--- config.mk ---
export PLATFORM = sky130hd
export DESIGN_NAME = adpcm_nibble_packer_flat
export DESIGN_NICKNAME = d
export VERILOG_FILES = /design/src/rtl/adpcm_pkg.sv /design/src/rtl/adpcm_nibble_packer_if.sv /design/src/rtl/adpcm_byte_fifo.sv /design/src/rtl/adpcm_nibble_packer.sv /design/src/flat_wrapper.sv
export SDC_FILE = /design/constraint.sdc
export NUM_CORES = 1
export LEC_CHECK = 0
export BUFFER_PORTS_ARGS = -buffer_cell sky130_fd_sc_hd__buf_2
export CAP_MARGIN = 20
export CELL_PAD_IN_SITES_DETAIL_PLACEMENT = 1
export CELL_PAD_IN_SITES_GLOBAL_PLACEMENT = 2
export CORE_AREA = 2 2 88 65
export DETAILED_ROUTE_END_ITERATION = 12
export DIE_AREA = 0 0 90 67
export HOLD_SLACK_MARGIN = 0.06
export PLACE_DENSITY = 0.79
export SLEW_MARGIN = 20
export SYNTH_ARGS = -nofsm -noshare
export SYNTH_HDL_FRONTEND = slang
export SYNTH_SLANG_ARGS = --single-unit
export TNS_END_PERCENT = 10
--- constraint.sdc ---
create_clock -name clk -period 2.53 [get_ports clk]
set_input_delay 0.1265 -clock clk [delete_from_list [all_inputs] [get_ports clk]]
set_output_delay 0.1265 -clock clk [all_outputs]
set_load 0.01 [all_outputs]
--- src/rtl/adpcm_pkg.sv ---
// Shared widths, sync marker and nibble-phase state for the ADPCM nibble packer.
package adpcm_pkg;

    localparam int unsigned CODE_W = 4;
    localparam int unsigned BYTE_W = 8;

    localparam logic [BYTE_W-1:0] SYNC_BYTE = 8'hA5;

    typedef enum logic {
        EMPTY_HALF = 1'b0,
        HIGH_HELD  = 1'b1
    } nib_state_e;

    function automatic logic [BYTE_W-1:0] pack_byte(input logic [CODE_W-1:0] hi,
                                                    input logic [CODE_W-1:0] lo);
        return {hi, lo};
    endfunction

endpackage

--- src/rtl/adpcm_nibble_packer_if.sv ---
// Code-in / byte-out stream bundle; slave side is the packer, master side the user.
interface adpcm_nibble_packer_if;
    import adpcm_pkg::*;

    logic              in_valid;
    logic [CODE_W-1:0] in_code;
    logic              out_valid;
    logic [BYTE_W-1:0] out_data;
    logic              out_ready;

    modport master (
        output in_valid,
        output in_code,
        output out_ready,
        input  out_valid,
        input  out_data
    );

    modport slave (
        input  in_valid,
        input  in_code,
        input  out_ready,
        output out_valid,
        output out_data
    );

endinterface

--- src/rtl/adpcm_byte_fifo.sv ---
// First-word-fall-through byte FIFO; simultaneous push and pop succeed even when full.
module adpcm_byte_fifo #(
    parameter int unsigned DEPTH = 4,
    parameter int unsigned WIDTH = 8
) (
    input  logic                     clk,
    input  logic                     rst,
    input  logic                     i_push,
    input  logic [WIDTH-1:0]         i_wdata,
    input  logic                     i_pop,
    output logic [WIDTH-1:0]         o_rdata,
    output logic                     o_full,
    output logic                     o_empty,
    output logic [$clog2(DEPTH):0]   o_level
);

    localparam int unsigned AW = $clog2(DEPTH);

    logic [WIDTH-1:0] r_mem [DEPTH];
    logic [AW:0]      r_wptr;
    logic [AW:0]      r_rptr;
    logic             w_pop_ok;
    logic             w_push_ok;

    // Extra pointer bit distinguishes full from empty.
    assign o_level   = r_wptr - r_rptr;
    assign o_full    = (o_level == (AW+1)'(DEPTH));
    assign o_empty   = (r_wptr == r_rptr);
    assign w_pop_ok  = i_pop && !o_empty;
    assign w_push_ok = i_push && (!o_full || w_pop_ok);
    assign o_rdata   = o_empty ? '0 : r_mem[r_rptr[AW-1:0]];

    always_ff @(posedge clk) begin
        if (rst) begin
            r_wptr <= '0;
            r_rptr <= '0;
        end else begin
            if (w_push_ok) r_wptr <= r_wptr + (AW+1)'(1);
            if (w_pop_ok)  r_rptr <= r_rptr + (AW+1)'(1);
        end
    end

    always_ff @(posedge clk) begin
        if (w_push_ok) r_mem[r_wptr[AW-1:0]] <= i_wdata;
    end

endmodule

--- src/rtl/adpcm_nibble_packer.sv ---
// Packs 4-bit ADPCM codes high-nibble-first into bytes queued in a FWFT FIFO.
// Optional periodic 8'hA5 sync marker when PACKER_SYNC_EN is defined.
module adpcm_nibble_packer
    import adpcm_pkg::*;
#(
    parameter int unsigned DEPTH       = 4,
    parameter int unsigned SYNC_PERIOD = 64
) (
    input  logic                       clk,
    input  logic                       rst,
    input  logic                       i_en,
    input  logic                       i_clr_ovf,
    adpcm_nibble_packer_if.slave       bus,
    output logic                       o_overflow,
    output logic [$clog2(DEPTH):0]     o_level
);

    if (DEPTH < 2 || DEPTH > 16 || (DEPTH & (DEPTH - 1)) != 0 || SYNC_PERIOD < 1) begin : g_param_check
        $error("adpcm_nibble_packer: illegal DEPTH or SYNC_PERIOD");
    end

    nib_state_e        r_state;
    nib_state_e        w_nxt_state;
    logic [CODE_W-1:0] r_held;
    logic [CODE_W-1:0] w_nxt_held;
    logic              r_en_d;
    logic              r_overflow;
    logic              w_en_fall;
    logic              w_data_push;
    logic [BYTE_W-1:0] w_data_byte;
    logic              w_push;
    logic [BYTE_W-1:0] w_push_byte;
    logic              w_pop;
    logic              w_full;
    logic              w_empty;
    logic [BYTE_W-1:0] w_rdata;

    assign w_en_fall = r_en_d && !i_en;

    always_ff @(posedge clk) begin
        if (rst) begin
            r_state <= EMPTY_HALF;
            r_held  <= '0;
            r_en_d  <= 1'b0;
        end else begin
            r_state <= w_nxt_state;
            r_held  <= w_nxt_held;
            r_en_d  <= i_en;
        end
    end

    // Nibble phase: first code of a pair is held as the high nibble.
    always_comb begin
        w_nxt_state = r_state;
        w_nxt_held  = r_held;
        w_data_push = 1'b0;
        w_data_byte = '0;
        case (r_state)
            EMPTY_HALF: begin
                if (bus.in_valid && i_en) begin
                    w_nxt_held  = bus.in_code;
                    w_nxt_state = HIGH_HELD;
                end
            end
            HIGH_HELD: begin
                if (bus.in_valid && i_en) begin
                    w_data_push = 1'b1;
                    w_data_byte = pack_byte(r_held, bus.in_code);
                    w_nxt_state = EMPTY_HALF;
                end else if (w_en_fall) begin
                    w_data_push = 1'b1;
                    w_data_byte = pack_byte(r_held, CODE_W'(0));
                    w_nxt_state = EMPTY_HALF;
                end
            end
            default: w_nxt_state = EMPTY_HALF;
        endcase
    end

`ifdef PACKER_SYNC_EN
    localparam int unsigned CNT_W = $clog2(SYNC_PERIOD + 1);

    logic [CNT_W-1:0] r_sync_cnt;
    logic             r_sync_pend;
    logic             w_sync_hit;

    assign w_sync_hit = w_data_push && (r_sync_cnt == CNT_W'(SYNC_PERIOD - 1));

    // Marker goes out the cycle after the period-completing data byte.
    always_ff @(posedge clk) begin
        if (rst) begin
            r_sync_cnt  <= '0;
            r_sync_pend <= 1'b0;
        end else begin
            r_sync_pend <= w_sync_hit;
            if (!i_en)            r_sync_cnt <= '0;
            else if (w_sync_hit)  r_sync_cnt <= '0;
            else if (w_data_push) r_sync_cnt <= r_sync_cnt + CNT_W'(1);
        end
    end

    assign w_push      = w_data_push || r_sync_pend;
    assign w_push_byte = r_sync_pend ? SYNC_BYTE : w_data_byte;
`else
    assign w_push      = w_data_push;
    assign w_push_byte = w_data_byte;
`endif

    assign w_pop = !w_empty && bus.out_ready;

    adpcm_byte_fifo #(
        .DEPTH (DEPTH),
        .WIDTH (BYTE_W)
    ) u_fifo (
        .clk     (clk),
        .rst     (rst),
        .i_push  (w_push),
        .i_wdata (w_push_byte),
        .i_pop   (w_pop),
        .o_rdata (w_rdata),
        .o_full  (w_full),
        .o_empty (w_empty),
        .o_level (o_level)
    );

    // Sticky drop flag; a fresh drop beats a clear in the same cycle.
    always_ff @(posedge clk) begin
        if (rst)                             r_overflow <= 1'b0;
        else if (w_push && w_full && !w_pop) r_overflow <= 1'b1;
        else if (i_clr_ovf)                  r_overflow <= 1'b0;
    end

    assign o_overflow    = r_overflow;
    assign bus.out_valid = !w_empty;
    assign bus.out_data  = w_rdata;

endmodule

--- src/flat_wrapper.sv ---
// flat-port wrapper written by rule: the top's interface ports become plain ports
module adpcm_nibble_packer_flat import adpcm_pkg::*;
#(
    parameter int unsigned DEPTH       = 4,
    parameter int unsigned SYNC_PERIOD = 64
)
  (clk, rst, i_en, i_clr_ovf, o_overflow, o_level, bus_in_valid, bus_in_code, bus_out_ready, bus_out_valid, bus_out_data);
  adpcm_nibble_packer_if bus_i ();
  input  logic clk;
  input  logic rst;
  input  logic i_en;
  input  logic i_clr_ovf;
  output logic o_overflow;
  output logic [$clog2(DEPTH):0] o_level;
  input wire logic [$bits(bus_i.in_valid)-1:0] bus_in_valid;
  input wire logic [$bits(bus_i.in_code)-1:0] bus_in_code;
  input wire logic [$bits(bus_i.out_ready)-1:0] bus_out_ready;
  output wire logic [$bits(bus_i.out_valid)-1:0] bus_out_valid;
  output wire logic [$bits(bus_i.out_data)-1:0] bus_out_data;
  assign bus_i.in_valid = bus_in_valid;
  assign bus_i.in_code = bus_in_code;
  assign bus_i.out_ready = bus_out_ready;
  assign bus_out_valid = bus_i.out_valid;
  assign bus_out_data = bus_i.out_data;
  adpcm_nibble_packer #(.DEPTH(DEPTH), .SYNC_PERIOD(SYNC_PERIOD)) u_core (.clk(clk), .rst(rst), .i_en(i_en), .i_clr_ovf(i_clr_ovf), .bus(bus_i), .o_overflow(o_overflow), .o_level(o_level));
endmodule
* Word level (Yosys, flattened, before mapping) *
Memory sizes are Yosys's and may differ from the RTL's. A register that Yosys moved wholly into a read port is not among the register bits.
Cells that the tools add are included.
Widths: inputs -> output; s select.

word-level totals
  flip-flop bits (word level) = 13
  RAM bits = 32
  output and inout bits = 13
  word-level logic and storage cells = 44
  memories = 1

memory list
  name                 words  width  rd ports  clocked after Yosys merged registers in  write ports  RTL line               source
  u_core.u_fifo.r_mem  4      8      1         1                                        1            adpcm_byte_fifo.sv:19  logic [WIDTH-1:0] r_mem [DEPTH];

operators by class
  add/sub/neg operators = 3
  eq/ne operators = 2
  mux-type cells = 17
  bitwise operators = 1
  reduce and logical (&&, ||, !) cells = 14

operator list
  kind                 count
  $mux 8               4
  $mux 1               10
  $logic_and 1x1->1    7
  $add 3x1->3 const B  2
  $logic_not 1->1      4
  $mux 2               2
  $eq 3x3->1           1
  $eq 3x3->1 const B   1
  $sub 3x3->3          1
  $pmux 1 s2           1
  $reduce_and 2->1     1
  $reduce_bool 2->1    1
  $logic_or 1x1->1     1
  $not 1->1            1

* Depth between registers and ports, before layout *
Gate-level depths: netlist of the first run.

  depth in word-level cells = 8
  mapped depth = 7
  depth with buffers taken out = 7

* By module *
Synthesis of the first run repeated with hierarchy kept, for this count alone.

unflattened totals
  cell total of the unflattened synthesis = 139
  area, all modules = 2049.5 um2

modules (own cells, without submodules)
  module               times used  cells each  area each (um2)  seq. area each (um2)
  adpcm_byte_fifo      1           103         1724.2           1121.1
  adpcm_nibble_packer  1           36          325.3            140.1

* Worst setup path after synthesis of the first run *
No wires, ideal clock.

  kind = flip-flop to flip-flop
  from = register u_core.u_fifo.r_wptr[0]
  to = memory u_core.u_fifo.r_mem[2][0] (enable)
  setup time = 0.332 ns
  arrival time = 1.911 ns
  data required time = 2.198 ns
  setup slack = 0.288 ns
  stages on the path, launching flop included = 8
  clock period less this slack = 2.242 ns
  cell sequence = dfxtp_1 inv_1 ha_1 fa_1 and3_1 nand3_1 o211a_1 and2_1

between the ends
  word-level cells in the longest chain between the ends = 8

ends and longest elaborated chain
  what                                                 RTL line               source
  from (decl)                                          adpcm_byte_fifo.sv:20  logic [AW:0] r_wptr;
  from (signal assigned)                               adpcm_byte_fifo.sv:38  if (w_push_ok) r_wptr <= r_wptr + (AW+1)'(1);
  branches (longest 8 deep; another with $sub 3x3->3)  n/a
  to (decl)                                            adpcm_byte_fifo.sv:19

Several ways; the timed one is not identified.

* Worst setup path in the final report of the first run *
  from = register u_core.u_fifo.r_wptr[0]
  to = memory u_core.u_fifo.r_mem[0][5] (enable)

The elaborated chain is that of the path after synthesis.

==> results of run 1 <==
[worst min-delay path, stage by stage]
cell and delay [ns]:
sky130_fd_sc_hd__buf_2 0.09, sky130_fd_sc_hd__mux2i_1 0.05, sky130_fd_sc_hd__nor2_1 0.08
[synth_stat cells]
master	n
sky130_fd_sc_hd__a21oi_1	1
sky130_fd_sc_hd__a31o_2	1
sky130_fd_sc_hd__a31oi_1	2
sky130_fd_sc_hd__and2_1	11
sky130_fd_sc_hd__and3_1	2
sky130_fd_sc_hd__buf_2	1
sky130_fd_sc_hd__clkbuf_1	3
sky130_fd_sc_hd__dfxtp_1	15
sky130_fd_sc_hd__edfxtp_1	32
sky130_fd_sc_hd__fa_1	1
sky130_fd_sc_hd__ha_1	7
sky130_fd_sc_hd__inv_1	7
sky130_fd_sc_hd__mux2_4	2
sky130_fd_sc_hd__mux2i_1	7
sky130_fd_sc_hd__mux4_2	8
sky130_fd_sc_hd__nand2_1	4
sky130_fd_sc_hd__nand2b_1	2
sky130_fd_sc_hd__nand3_1	1
sky130_fd_sc_hd__nand3_2	1
sky130_fd_sc_hd__nand3b_1	1
sky130_fd_sc_hd__nor2_1	13
sky130_fd_sc_hd__nor2b_1	11
sky130_fd_sc_hd__nor3b_1	1
sky130_fd_sc_hd__o2111a_2	1
sky130_fd_sc_hd__o211a_1	1
sky130_fd_sc_hd__xnor2_1	3
sky130_fd_sc_hd__xor3_2	1
[report_power, final]
group          internal [W]  total, W  switching, W  leakage (nW)
clock network      0.000325  0.000576      0.000251        0.0618
logic             0.0000699  0.000145     0.0000756         0.443
registers          0.000827  0.000841     0.0000144         0.362
total               0.00122   0.00156      0.000341         0.867
[sequential cells by signal, indices dropped and copies added (netlist names), named ones only]
name	count
u_core.o_overflow	1
u_core.u_fifo.r_rptr	3
u_core.u_fifo.r_wptr	3
u_core.r_held	4
u_core.u_fifo.r_mem	32
u_core.r_en_d	1
u_core.r_state	1
[stage by stage]
stage / TNS (ns) / setup WS (ns) / power (W) / cell area, um2 / cells
after floorplan: 0 / 0.288 / 0.000948 / 2050 / 140
after CTS: 0 / 0.0914 / 0.00157 / 2360 / 239
final: 0 / 0.166 / 0.00156 / 2370 / 239
after global placement: 0 / 0.136 / 0.00100 / 2240 / 231
after detailed placement: -0.423 / -0.0534 / 0.00101 / 2240 / 231
after global routing: 0 / 0.0296 / 0.00162 / 2370 / 239
[final timing paths]
kind                                              from                                  end  slack, ns  depth (start not counted)
hold / removal                          bus_in_code[1]        u_core.r_held[1]$_SDFFE_PP0P_       0.08                          3
setup reg to reg  u_core.u_fifo.r_wptr[0]$_SDFFE_PP0P_  u_core.u_fifo.r_mem[0][5]$_DFFE_PP_       0.17                          7
hold reg to reg              u_core.r_state$_SDFF_PP0_            u_core.r_state$_SDFF_PP0_       0.50                          2
setup / recovery  u_core.u_fifo.r_wptr[0]$_SDFFE_PP0P_  u_core.u_fifo.r_mem[0][5]$_DFFE_PP_       0.17                          7
[cells by family (layout without fill, tap and decap cells)]
| kind of cell | after synthesis | count (layout) | share of synthesized area, % |
|---|---|---|---|
| compound gates | 6 | 6 | 2.38 |
| buf+inv | 11 | 38 | 2.08 |
| simple gates | 47 | 47 | 12.5 |
| xor+xnor | 4 | 4 | 2.50 |
| fa+ha+maj | 8 | 8 | 5.25 |
| flops | 47 | 47 | 61.6 |
| mux | 17 | 17 | 13.7 |
[layer usage]
layer  up-vias  wire [um]
met4         0         42
met3         4        102
met2        13       1860
met1       578       1880
met5         -          0
li1        552          -
[what timing repair did]
item,in CTS,in global routing
gates cloned,0,0
endpoints found under the setup margin,24,24
resized for setup,3,3
hold buffers,0,0
[layout make-up]
class	count	area (um2)	area share (%)
Sequential cell	47	1260	53.2
Multi-Input combinational cell	82	752	31.7
Timing Repair Buffer	23	118	4.97
Tap cell	72	90.1	3.80
Clock buffer	6	82.6	3.49
Clock inverter	2	38.8	1.64
Inverter	7	26.3	1.11
==> metrics.log, run 1 <==
INFO  metric status = completed
INFO  metric timing.final.setup_violations = 0
INFO  metric final_nets = 184
INFO  metric total_number_of_vias = 1147
INFO  metric numCtsBuffers = 5
INFO  metric grt_first_pass_wirelength = 6.42 mm
INFO  metric synth_area_leaders = sky130_fd_sc_hd__edfxtp_1 (47%), sky130_fd_sc_hd__dfxtp_1 (15%), sky130_fd_sc_hd__mux4_2 (8.8%), sky130_fd_sc_hd__ha_1 (4.3%), sky130_fd_sc_hd__mux2i_1 (3.4%)
INFO  metric place_congestion = between 0.7 and 0.8
INFO  metric antenna_left = 0
INFO  metric max_slew.worst_pin.slew = 0.545 ns
INFO  metric number_of_antenna_violations_at_the_first_check_in_global_routing = 0
INFO  metric cap_violations = 0
INFO  metric netlist_area = 0.00205 mm2
INFO  metric drcViolationCount = 0
INFO  metric clkSinkCount = 47
INFO  metric path_cells = inv_1 > ha_1 > fa_1 > and3_1 > nand3_1 > o211a_1 > and2_4
INFO  metric firstDrtPassIters = 4
INFO  metric leading_cell_type_in_the_layout_fill_and_taps_excluded = sky130_fd_sc_hd__edfxtp_1
INFO  metric fin_skew = about 0.0076 ns
INFO  metric post_syn_area_per_cell = between 10 and 15 um2
INFO  metric worst_hold_path_type = input port to flip-flop
INFO  metric critPathMaxFanout = 8
INFO  metric io-pin-count = 23
INFO  metric powerDensity = approximately 660 mW/mm2
INFO  metric worst_setup_path_end_kind = flip-flop
INFO  metric startpoint_types = flip-flop
INFO  metric global_route.peak_usage_layer = met2
INFO  metric met3_usage = 3.51%
INFO  metric fmax = about 0.42 GHz
INFO  metric path_buf_inv = 1
INFO  metric yosys_warnings = 0
INFO  metric clk_pin_slew = 0.08 ns
INFO  metric initial_core_util = 40.0%
INFO  metric static-leakage-power = 0.867 nW
INFO  metric detail_route.wl_per_cell = around 16 um
INFO  metric finalWorstPathRequiredPeriod = ~2.4 ns
INFO  metric die-width = 90 um
INFO  metric placement_rows = 22
INFO  metric grt_util_all_layers = 14.3%
INFO  metric cts_max_path_buffers = 2
INFO  metric fillers = between 500 and 600
INFO  metric peakVddDrop = between 0.2 and 0.25 mV
INFO  metric layout_worst_path_cycle_share = 93.5%
INFO  metric syn_to_final_growth = 15.6%
INFO  metric mostFrequentLayoutCells = sky130_fd_sc_hd__edfxtp_1 (32), sky130_fd_sc_hd__buf_2 (22), sky130_fd_sc_hd__dfxtp_1 (15), sky130_fd_sc_hd__nor2_1 (13), sky130_fd_sc_hd__nor2b_1 (11)
INFO  metric slew_viol_final = 0
INFO  metric grt_pass1_vias = 1249
INFO  metric clock_tree.htree_level_count = 2
INFO  metric vias_per_cell = 4.80
INFO  metric critPathMaxStageDelay = 0.48 ns
INFO  metric clock_latency_at_the_later_pin_of_the_worst_skew_pair = 0.30 ns
INFO  metric drive_above_1_share = 28.7%
INFO  metric wl = 3.89 mm
INFO  metric synthesis.nets = approximately 160
INFO  metric largest_net_degree_at_the_start_of_global_routing = 19
INFO  metric dieArea = ~0.006 mm2
INFO  metric whs = between 0.08 and 0.09 ns
INFO  metric number_of_buffers_added_on_ports = 22
INFO  metric post-route-util = a little under half
INFO  metric fp.dieH = 67 um
INFO  metric met2_usage = 24.4%
INFO  metric detailed_place_hpwl = 3.00 mm
INFO  metric synth.distinct_cells = 27
INFO  metric cp_slowest_cell = sky130_fd_sc_hd__fa_1
INFO  metric cts_root_buffer = sky130_fd_sc_hd__clkbuf_8
INFO  metric postCtsSetupRepairBufs = 0
INFO  metric max_slew_margin = a little under two thirds
INFO  metric worst-setup-path-type = flip-flop to flip-flop
INFO  metric globalRouteMet1Util = roughly 18%
INFO  metric fraction_of_post_synthesis_cell_area_in_the_top_cell_type_by_area = 46.9%
INFO  metric synthDominantAreaCellType = sky130_fd_sc_hd__edfxtp_1
INFO  metric grt_setup_unrepaired = no
INFO  metric detailedRoute.firstIterationViolations = 17
INFO  metric synth-seq-cells = between 40 and 50
INFO  metric critical-path-top-delay-family = adder cells
INFO  metric endpoint_arrival_time_on_the_critical_path = 2.37 ns
INFO  metric grt_remaining_overflow = 0
INFO  metric synthesis.instances = 140
INFO  metric diodes = 0
INFO  metric crit_required = 2.53 ns
INFO  metric core = 0.00512 mm2
INFO  metric synth-seq-area-share = 61.6%
INFO  metric clock_tree_from_tritoncts = yes
INFO  metric count_of_endpoints_failing_hold_in_the_final_timing_report = 0
Power figures use the tool's default switching activity.
==> run 2, diff against run 1 <==
--- a/config.mk
+++ b/config.mk
@@ -5,17 +5,19 @@
 export SDC_FILE = /design/constraint.sdc
 export NUM_CORES = 1
 export LEC_CHECK = 0
+export ABC_AREA = 1
 export BUFFER_PORTS_ARGS = -buffer_cell sky130_fd_sc_hd__buf_2
 export CAP_MARGIN = 20
 export CELL_PAD_IN_SITES_DETAIL_PLACEMENT = 1
 export CELL_PAD_IN_SITES_GLOBAL_PLACEMENT = 2
-export CORE_AREA = 2 2 88 65
+export CORE_AREA = 2 2 95 70
 export DETAILED_ROUTE_END_ITERATION = 12
-export DIE_AREA = 0 0 90 67
+export DIE_AREA = 0 0 97 72
 export HOLD_SLACK_MARGIN = 0.06
 export PLACE_DENSITY = 0.79
 export SLEW_MARGIN = 20
 export SYNTH_ARGS = -nofsm -noshare
 export SYNTH_HDL_FRONTEND = slang
+export SYNTH_HIERARCHICAL = 1
 export SYNTH_SLANG_ARGS = --single-unit
 export TNS_END_PERCENT = 10
==> metrics.log, run 2 <==
INFO  metric status = completed
INFO  metric placed_cell_area = 0.00240 mm2 (+7.1%)
INFO  metric largest_net_degree_at_the_start_of_global_routing = 18 (-1)
INFO  metric firstDrtPassIters = 4 (unchanged)
INFO  metric finalWorstPathRequiredPeriod = 2.34 ns (-0.0290 ns)
INFO  metric layout_worst_path_cycle_share = 92.3% (-1.1 points)
INFO  metric drcViolationCount = 0 (unchanged)
INFO  metric total_number_of_vias = 1588 (+38%)
INFO  metric yosys.area_share.adder = 5.05% (-0.20 points)
INFO  metric worst_r2r_endpoint = u_core/u_fifo/r_mem[3][5]$_DFFE_PP_
INFO  metric synth_area_leaders = sky130_fd_sc_hd__edfxtp_1 (45%), sky130_fd_sc_hd__dfxtp_1 (14%), sky130_fd_sc_hd__nor2_1 (9.9%), sky130_fd_sc_hd__o21ai_0 (5.4%), sky130_fd_sc_hd__inv_1 (5.1%)
INFO  metric endpoint_arrival_time_on_the_critical_path = 2.26 ns (-0.11 ns)
INFO  metric numCtsBuffers = 5 (unchanged)
INFO  metric detail_route.wl_per_cell = 14.5 um (-11%)
INFO  metric synth_compound_gate_area_share = 10.0% (+7.7 points)
INFO  metric grt_first_pass_wirelength = 8.08 mm (+26%)
INFO  metric post_synth_xor_area_fraction = 0% (-2.5 points)
INFO  metric synth_top_family_by_area = simple AND/OR/NAND/NOR gates
INFO  metric peakVddDrop = 0.217 mV (-0.44%)
INFO  metric synth.cells.most_frequent = sky130_fd_sc_hd__nor2_1 (56), sky130_fd_sc_hd__edfxtp_1 (32), sky130_fd_sc_hd__inv_1 (29), sky130_fd_sc_hd__o21ai_0 (23)
INFO  metric max_slew.worst_pin.slew = 0.865 ns (+0.320 ns)
INFO  metric number_of_buffers_added_on_ports = 22 (unchanged)
INFO  metric synth-seq-area-share = 59.2% (-2.4 points)
INFO  metric fp.dieH = 72 um (+7.5%)
INFO  metric max_slew_margin = 42.3% (-21 points)
INFO  metric synth_most_common_cell = sky130_fd_sc_hd__nor2_1
INFO  metric core = 0.00604 mm2 (+18%)
INFO  metric fin_skew = 0.0131 ns (+0.00552 ns)
INFO  metric grt_remaining_overflow = 0 (unchanged)
INFO  metric number_of_antenna_violations_at_the_first_check_in_global_routing = 0 (unchanged)
INFO  metric syn_to_final_growth = 17.8%
INFO  metric stdcell_area = 0.00251 mm2 (+5.9%)
INFO  metric worst-setup-path-type = flip-flop to flip-flop
INFO  metric timing.final.setup_violations = 0 (unchanged)
INFO  metric io-pin-count = 23 (unchanged)
INFO  metric asyncSetResetFlopFracSynth = 0% (unchanged)
INFO  metric synth-seq-cells = 47 (unchanged)
INFO  metric cts_max_path_buffers = 2 (unchanged)
INFO  metric clock_tree.htree_level_count = 2 (unchanged)
INFO  metric slew_viol_final = 0 (unchanged)
INFO  metric fillers = 707 (+31%)
INFO  metric count_of_endpoints_failing_hold_in_the_final_timing_report = 0 (unchanged)
INFO  metric cts.hold.buffers_added = 0 (unchanged)
INFO  metric mux_share_of_post_synthesis_cell_area = 0% (-14 points)
INFO  metric cts_root_buffer = sky130_fd_sc_hd__clkbuf_8
INFO  metric drive_above_1_share = 19.8% (-8.9 points)
INFO  metric cp_slowest_cell = sky130_fd_sc_hd__a21oi_1
INFO  metric critPathMaxFanout = 8 (unchanged)
INFO  metric place_congestion = 0.709 (-9.7%)
INFO  metric die-width = 97 um (+7.8%)
INFO  metric post_cts_resized = 0 (-3)
INFO  metric worst_setup_path_end_kind = flip-flop
INFO  metric clock_latency_at_the_later_pin_of_the_worst_skew_pair = 0.30 ns (about the same)
INFO  metric placement_rows = 24 (+9.1%)
INFO  metric cap_violations = 0 (unchanged)
INFO  metric worstReg2RegStart = u_core/u_fifo/r_wptr[0]$_SDFFE_PP0P_
INFO  metric synthDominantAreaCellType = sky130_fd_sc_hd__edfxtp_1
INFO  metric vias_per_cell = 4.67 (-2.7%)
INFO  metric reg2regPathDepth = 6 (-1)
INFO  metric netlist_area = 0.00213 mm2 (+4.0%)
INFO  metric mostFrequentLayoutCells = sky130_fd_sc_hd__nor2_1 (56), sky130_fd_sc_hd__edfxtp_1 (32), sky130_fd_sc_hd__inv_1 (29), sky130_fd_sc_hd__o21ai_0 (23), sky130_fd_sc_hd__buf_2 (22)
INFO  metric yosys_warnings = 6 (+6)
INFO  metric grt_util_all_layers = 15.0% (+0.65 points)
INFO  metric synthesis.instances = 225 (+61%)
INFO  metric clock_tree_from_tritoncts = yes
INFO  metric synth_edf_count = 32 (unchanged)
INFO  metric largest_register_ffs = 32 (unchanged)
INFO  metric grt_pass1_vias = 1567 (+25%)
INFO  metric detailed_place_hpwl = 3.70 mm (+23%)
INFO  metric final.setup.tns = 0 ns (unchanged)
INFO  metric worst_hold_path_type = input port to flip-flop
INFO  metric crit_required = 2.45 ns (-0.08 ns)
INFO  metric postCtsSetupRepairBufs = 0 (unchanged)
INFO  metric powerDensity = 587 mW/mm2 (-11%)
INFO  metric post_syn_area_per_cell = 9.46 um2 (-35%)
INFO  metric yosys_most_used_dff = sky130_fd_sc_hd__edfxtp_1
INFO  metric wl = 4.93 mm (+27%)
INFO  metric critPathMaxStageDelay = 0.68 ns (+0.20 ns)
INFO  metric static-leakage-power = 1.10 nW (+27%)
INFO  metric dieArea = 0.00698 mm2 (+16%)
INFO  metric synthesis.nets = 243 (+54%)
INFO  metric timing.critical_path.to = u_core/u_fifo/r_mem[3][5]$_DFFE_PP_
INFO  metric synth.distinct_cells = 23 (-15%)
INFO  metric clk_pin_slew = 0.08 ns (about the same)
INFO  metric grt_setup_unrepaired = no
INFO  metric initial_core_util = 35.3% (-4.7 points)
INFO  metric fmax = 0.428 GHz (+1.2%)
INFO  metric yosys.area_share.simple = 18.5% (+6.0 points)
INFO  metric worst_setup_path_startpoint = u_core/u_fifo/r_wptr[0]$_SDFFE_PP0P_
INFO  metric r2r_setup_slack = 0.19 ns (+0.03 ns)
INFO  metric diodes = 0 (unchanged)
INFO  metric cell_occurring_most_often_along_the_worst_timing_path = sky130_fd_sc_hd__a21oi_1
INFO  metric leading_cell_type_in_the_layout_fill_and_taps_excluded = sky130_fd_sc_hd__nor2_1
INFO  metric startpoint_types = flip-flop
INFO  metric clkSinkCount = 47 (unchanged)
INFO  metric path_cells = inv_1 > ha_1 > fa_1 > nand2_1 > a21oi_1 > a21oi_1
INFO  metric fraction_of_post_synthesis_cell_area_in_the_top_cell_type_by_area = 45.1% (-1.8 points)
INFO  metric final_nets = 279 (+52%)
INFO  metric antenna_left = 0 (unchanged)
INFO  metric detailedRoute.firstIterationViolations = 60 (+43)
[run 2: cell types whose count changed after synthesis, moves of 6 or more]
cell and delta:
sky130_fd_sc_hd__nand3_1 +6, sky130_fd_sc_hd__nor2b_1 -11, sky130_fd_sc_hd__o21ai_0 +23, sky130_fd_sc_hd__and2_1 -11
sky130_fd_sc_hd__nand2_1 +14, sky130_fd_sc_hd__mux2i_1 -7, sky130_fd_sc_hd__nor2_1 +43, sky130_fd_sc_hd__inv_1 +22
sky130_fd_sc_hd__a21oi_1 +17, sky130_fd_sc_hd__mux4_2 -8
[run 2: layer usage]
metal,track usage [%],wire length (um),vias to the layer above
met4,4.23,45,0
li1,-,-,801
met5,0,0,-
met1,22.5,2770,746
met2,22.0,1930,35
met3,2.99,178,6
[run 2: area by class of cell]
class	instances	area [um2]	area share [%]
Clock inverter	2	37.5	1.50
Inverter	33	124	4.94
Clock buffer	6	72.6	2.89
Sequential cell	47	1260	50.3
Timing Repair Buffer	34	200	7.98
Tap cell	78	97.6	3.89
Multi-Input combinational cell	140	716	28.5
[run 2: worst max-delay path, delay by kind of cell (launching register included)]
family	cells	cell delay, ns
adders and majority gates	2	0.67
buffers and inverters	1	0.08
and+or+nand+nor	1	0.11
AOI/OAI and AO/OA	2	0.75
DFF	1	0.35
[run 2: where the power goes]
group	switching (W)	total (W)	internal [W]
Combinational	0.0000626	0.0000999	0.0000374
Sequential	0.00000762	0.000830	0.000822
Clock	0.000247	0.000542	0.000295
Total	0.000318	0.00147	0.00115
[run 2: metrics by stage]
| stage | instances | power [W] | hold slack (ns) | worst slack (ns) | util, % |
|---|---|---|---|---|---|
| floorplan | 225 | 0.000904 | 0.189 | 0.168 | - |
| CTS | 340 | 0.00149 | 0.0622 | 0.161 | 41.6 |
| finish | 340 | 0.00147 | 0.0703 | 0.195 | 41.6 |
| global route | 340 | 0.00153 | 0.0738 | 0.0265 | 41.6 |
| detailed placement | 332 | 0.000949 | 0.383 | 0.180 | 39.7 |
| global placement | 332 | 0.000947 | 0.373 | 0.275 | 39.7 |
[run 2: cell families after synthesis]
| kind of cell | after synthesis |
|---|---|
| AND/OR/NAND/NOR | 90 |
| buffers and inverters | 38 |
| flip-flops | 47 |
| adder cells (fa/ha/maj) | 8 |
| AO/OA/AOI/OAI | 42 |
[run 2: worst min-delay path by stage]
| stage | start | to | slack, ns | cells past startpoint |
|---|---|---|---|---|
| floorplan | rst | u_core/r_state$_SDFF_PP0_ | 0.19 | 1 |
| global placement | i_en | u_core/r_en_d$_SDFF_PP0_ | 0.37 | 3 |
| detailed placement | rst | u_core/r_state$_SDFF_PP0_ | 0.38 | 2 |
| CTS | rst | u_core/r_state$_SDFF_PP0_ | 0.06 | 2 |
| global route | rst | u_core/r_state$_SDFF_PP0_ | 0.07 | 2 |
| finish | rst | u_core/r_state$_SDFF_PP0_ | 0.07 | 2 |
==> run 3, diff against run 2 <==
--- a/config.mk
+++ b/config.mk
@@ -8,13 +8,11 @@
 export ABC_AREA = 1
 export BUFFER_PORTS_ARGS = -buffer_cell sky130_fd_sc_hd__buf_2
 export CAP_MARGIN = 20
-export CELL_PAD_IN_SITES_DETAIL_PLACEMENT = 1
-export CELL_PAD_IN_SITES_GLOBAL_PLACEMENT = 2
-export CORE_AREA = 2 2 95 70
+export CORE_AREA = 2 2 77 57
 export DETAILED_ROUTE_END_ITERATION = 12
-export DIE_AREA = 0 0 97 72
+export DIE_AREA = 0 0 79 59
 export HOLD_SLACK_MARGIN = 0.06
-export PLACE_DENSITY = 0.79
+export PLACE_DENSITY = 0.78
 export SLEW_MARGIN = 20
 export SYNTH_ARGS = -nofsm -noshare
 export SYNTH_HDL_FRONTEND = slang
==> metrics.log, run 3 (synthesized netlist as in run 2, its figures left out) <==
INFO  metric placement_rows = 19 (-21%)
INFO  metric die-width = 79 um (-19%)
INFO  metric leading_cell_type_in_the_layout_fill_and_taps_excluded = sky130_fd_sc_hd__nor2_1
INFO  metric powerDensity = 565 mW/mm2 (-3.8%)
INFO  metric critPathMaxStageDelay = 0.41 ns (-0.27 ns)
INFO  metric fin_skew = 0.0109 ns (-0.00225 ns)
INFO  metric status = completed
INFO  metric grt_first_pass_wirelength = 6.96 mm (-14%)
INFO  metric dieArea = 0.00466 mm2 (-33%)
INFO  metric peakVddDrop = 0.381 mV (+75%)
INFO  metric endpoint_arrival_time_on_the_critical_path = 2.23 ns (-0.03 ns)
INFO  metric cts_max_path_buffers = 2 (unchanged)
INFO  metric detail_route.wl_per_cell = 13.5 um (-6.5%)
INFO  metric worst_r2r_endpoint = u_core/u_fifo/r_mem[1][7]$_DFFE_PP_
INFO  metric largest_register_ffs = 32 (unchanged)
INFO  metric number_of_buffers_added_on_ports = 22 (unchanged)
INFO  metric worst_setup_path_end_kind = flip-flop
INFO  metric detailedRoute.firstIterationViolations = 82 (+37%)
INFO  metric vias_per_cell = 4.92 (+5.4%)
INFO  metric number_of_antenna_violations_at_the_first_check_in_global_routing = 0 (unchanged)
INFO  metric final_nets = 272 (-2.5%)
INFO  metric crit_required = 2.55 ns (+0.10 ns)
INFO  metric io-pin-count = 23 (unchanged)
INFO  metric static-leakage-power = 1.05 nW (-4.0%)
INFO  metric core = 0.00385 mm2 (-36%)
INFO  metric clock_tree_from_tritoncts = yes
INFO  metric fillers = 347 (-51%)
INFO  metric fmax = 0.453 GHz (+5.7%)
INFO  metric post_cts_resized = 0 (unchanged)
INFO  metric cts_root_buffer = sky130_fd_sc_hd__clkbuf_8
INFO  metric mostFrequentLayoutCells = sky130_fd_sc_hd__nor2_1 (56), sky130_fd_sc_hd__edfxtp_1 (32), sky130_fd_sc_hd__inv_1 (29), sky130_fd_sc_hd__o21ai_0 (23), sky130_fd_sc_hd__buf_2 (22)
INFO  metric reg2regPathDepth = 12 (+6)
INFO  metric cp_slowest_cell = sky130_fd_sc_hd__dfxtp_1
INFO  metric largest_net_degree_at_the_start_of_global_routing = 18 (unchanged)
INFO  metric layout_worst_path_cycle_share = 87.3% (-5.0 points)
INFO  metric max_slew_margin = 60.6% (+18 points)
INFO  metric detailed_place_hpwl = 3.05 mm (-18%)
INFO  metric postCtsSetupRepairBufs = 0 (unchanged)
INFO  metric clock_tree.htree_level_count = 2 (unchanged)
INFO  metric numCtsBuffers = 5 (unchanged)
INFO  metric finalWorstPathRequiredPeriod = 2.21 ns (-0.126 ns)
INFO  metric cap_violations = 0 (unchanged)
INFO  metric drive_above_1_share = 17.6% (-2.2 points)
INFO  metric max_slew.worst_pin.slew = 0.591 ns (-0.274 ns)
INFO  metric antenna_left = 0 (unchanged)
INFO  metric path_buf_inv = 4 (+3)
INFO  metric timing.final.setup_violations = 0 (unchanged)
INFO  metric cts.hold.buffers_added = 0 (unchanged)
INFO  metric r2r_setup_slack = 0.32 ns (+0.13 ns)
INFO  metric place.detailed.instances = 299 (-9.9%)
INFO  metric final.setup.tns = 0 ns (unchanged)
INFO  metric drcViolationCount = 0 (unchanged)
INFO  metric wl = 4.16 mm (-16%)
INFO  metric slew_viol_final = 0 (unchanged)
INFO  metric initial_core_util = 55.3% (+20 points)
INFO  metric grt_setup_unrepaired = no
INFO  metric grt_util_all_layers = 20.4% (+5.4 points)
INFO  metric grt_pass1_vias = 1445 (-7.8%)
INFO  metric diodes = 0 (unchanged)
INFO  metric total_number_of_vias = 1511 (-4.8%)
INFO  metric worst_setup_path_startpoint = u_core/u_fifo/r_wptr[0]$_SDFFE_PP0P_
INFO  metric worst-path-stages = 12 (+6)
INFO  metric fp.dieH = 59 um (-18%)
INFO  metric grt_remaining_overflow = 0 (unchanged)
INFO  metric timing.critical_path.to = u_core/u_fifo/r_mem[1][7]$_DFFE_PP_
INFO  metric place_congestion = 0.827 (+17%)
INFO  metric layout.cells.non_filler = 307 (-9.7%)
INFO  metric critPathMaxFanout = 9 (+1)
INFO  metric clkSinkCount = 47 (unchanged)
INFO  metric worstReg2RegStart = u_core/u_fifo/r_wptr[0]$_SDFFE_PP0P_
INFO  metric critical-path-top-delay-family = simple AND/OR/NAND/NOR gates
INFO  metric startpoint_types = flip-flop
INFO  metric worst_hold_path_type = input port to flip-flop
INFO  metric worst-setup-path-type = flip-flop to flip-flop
INFO  metric count_of_endpoints_failing_hold_in_the_final_timing_report = 0 (unchanged)
INFO  metric clk_pin_slew = 0.08 ns (about the same)
INFO  metric whs = 0.0617 ns (-0.00864 ns)
INFO  metric clock_latency_at_the_later_pin_of_the_worst_skew_pair = 0.31 ns (about the same)
INFO  metric firstDrtPassIters = 4 (unchanged)
INFO  metric path_cells = inv_1 > ha_1 > nand2_1 > inv_1 > nand3_2 > clkinv_1 > nor2_1 > nand2_4 > nand3_4 > nand2_1 > nor2_1 > buf_4
INFO  metric syn_to_final_growth = 12.6%
[run 3: cell types whose count changed in the layout (fill, tap and decap cells not counted), sizes merged]
| cell | before | now |
|---|---|---|
| buf | 34 | 27 |
| bufinv | 1 | 0 |
| clkinv | 1 | 2 |
[run 3: worst min-delay path by stage]
stage,to,startpoint,cells after the start
floorplan,u_core/r_state$_SDFF_PP0_,rst,1
finish,u_core/r_state$_SDFF_PP0_,rst,2
global route,u_core/r_state$_SDFF_PP0_,rst,2
global placement,u_core/r_state$_SDFF_PP0_,rst,2
CTS,u_core/r_state$_SDFF_PP0_,rst,2
detailed placement,u_core/r_en_d$_SDFF_PP0_,i_en,3
[run 3: area by class of cell]
class	instances	area, um2	area share (%)
Tap cell	52	65.1	2.71
Multi-Input combinational cell	140	716	29.8
Clock inverter	2	12.5	0.522
Timing Repair Buffer	27	148	6.16
Sequential cell	47	1260	52.6
Inverter	33	124	5.16
Clock buffer	6	72.6	3.03
[run 3: routing by layer]
metal	global-route usage [%]	wire, um	share of wire [%]	vias up
li1	-	-	-	789
met1	29.6	2160	52	669
met2	30.1	1730	41	45
met3	6.40	226	5.4	8
met4	5.17	47	1.1	0
met5	0	0	0	-
[run 3: where the power goes]
group,internal [W],total (W),switching [W]
combinational,0.0000319,0.0000887,0.0000568
sequential,0.000822,0.000831,0.00000911
clock,0.000193,0.000434,0.000241
[run 3: per-stage QoR]
| step | power, W | utilization [%] | cell area, um2 | setup WS, ns |
|---|---|---|---|---|
| after global placement | 0.000935 | 60.1 | 2310 | 0.428 |
| after floorplan | 0.000904 | - | 2130 | 0.168 |
| after global routing | 0.00140 | 62.3 | 2400 | 0.109 |
| final | 0.00135 | 62.3 | 2400 | 0.320 |
| after detailed placement | 0.000937 | 60.1 | 2310 | 0.313 |
| after CTS | 0.00136 | 62.3 | 2400 | 0.311 |
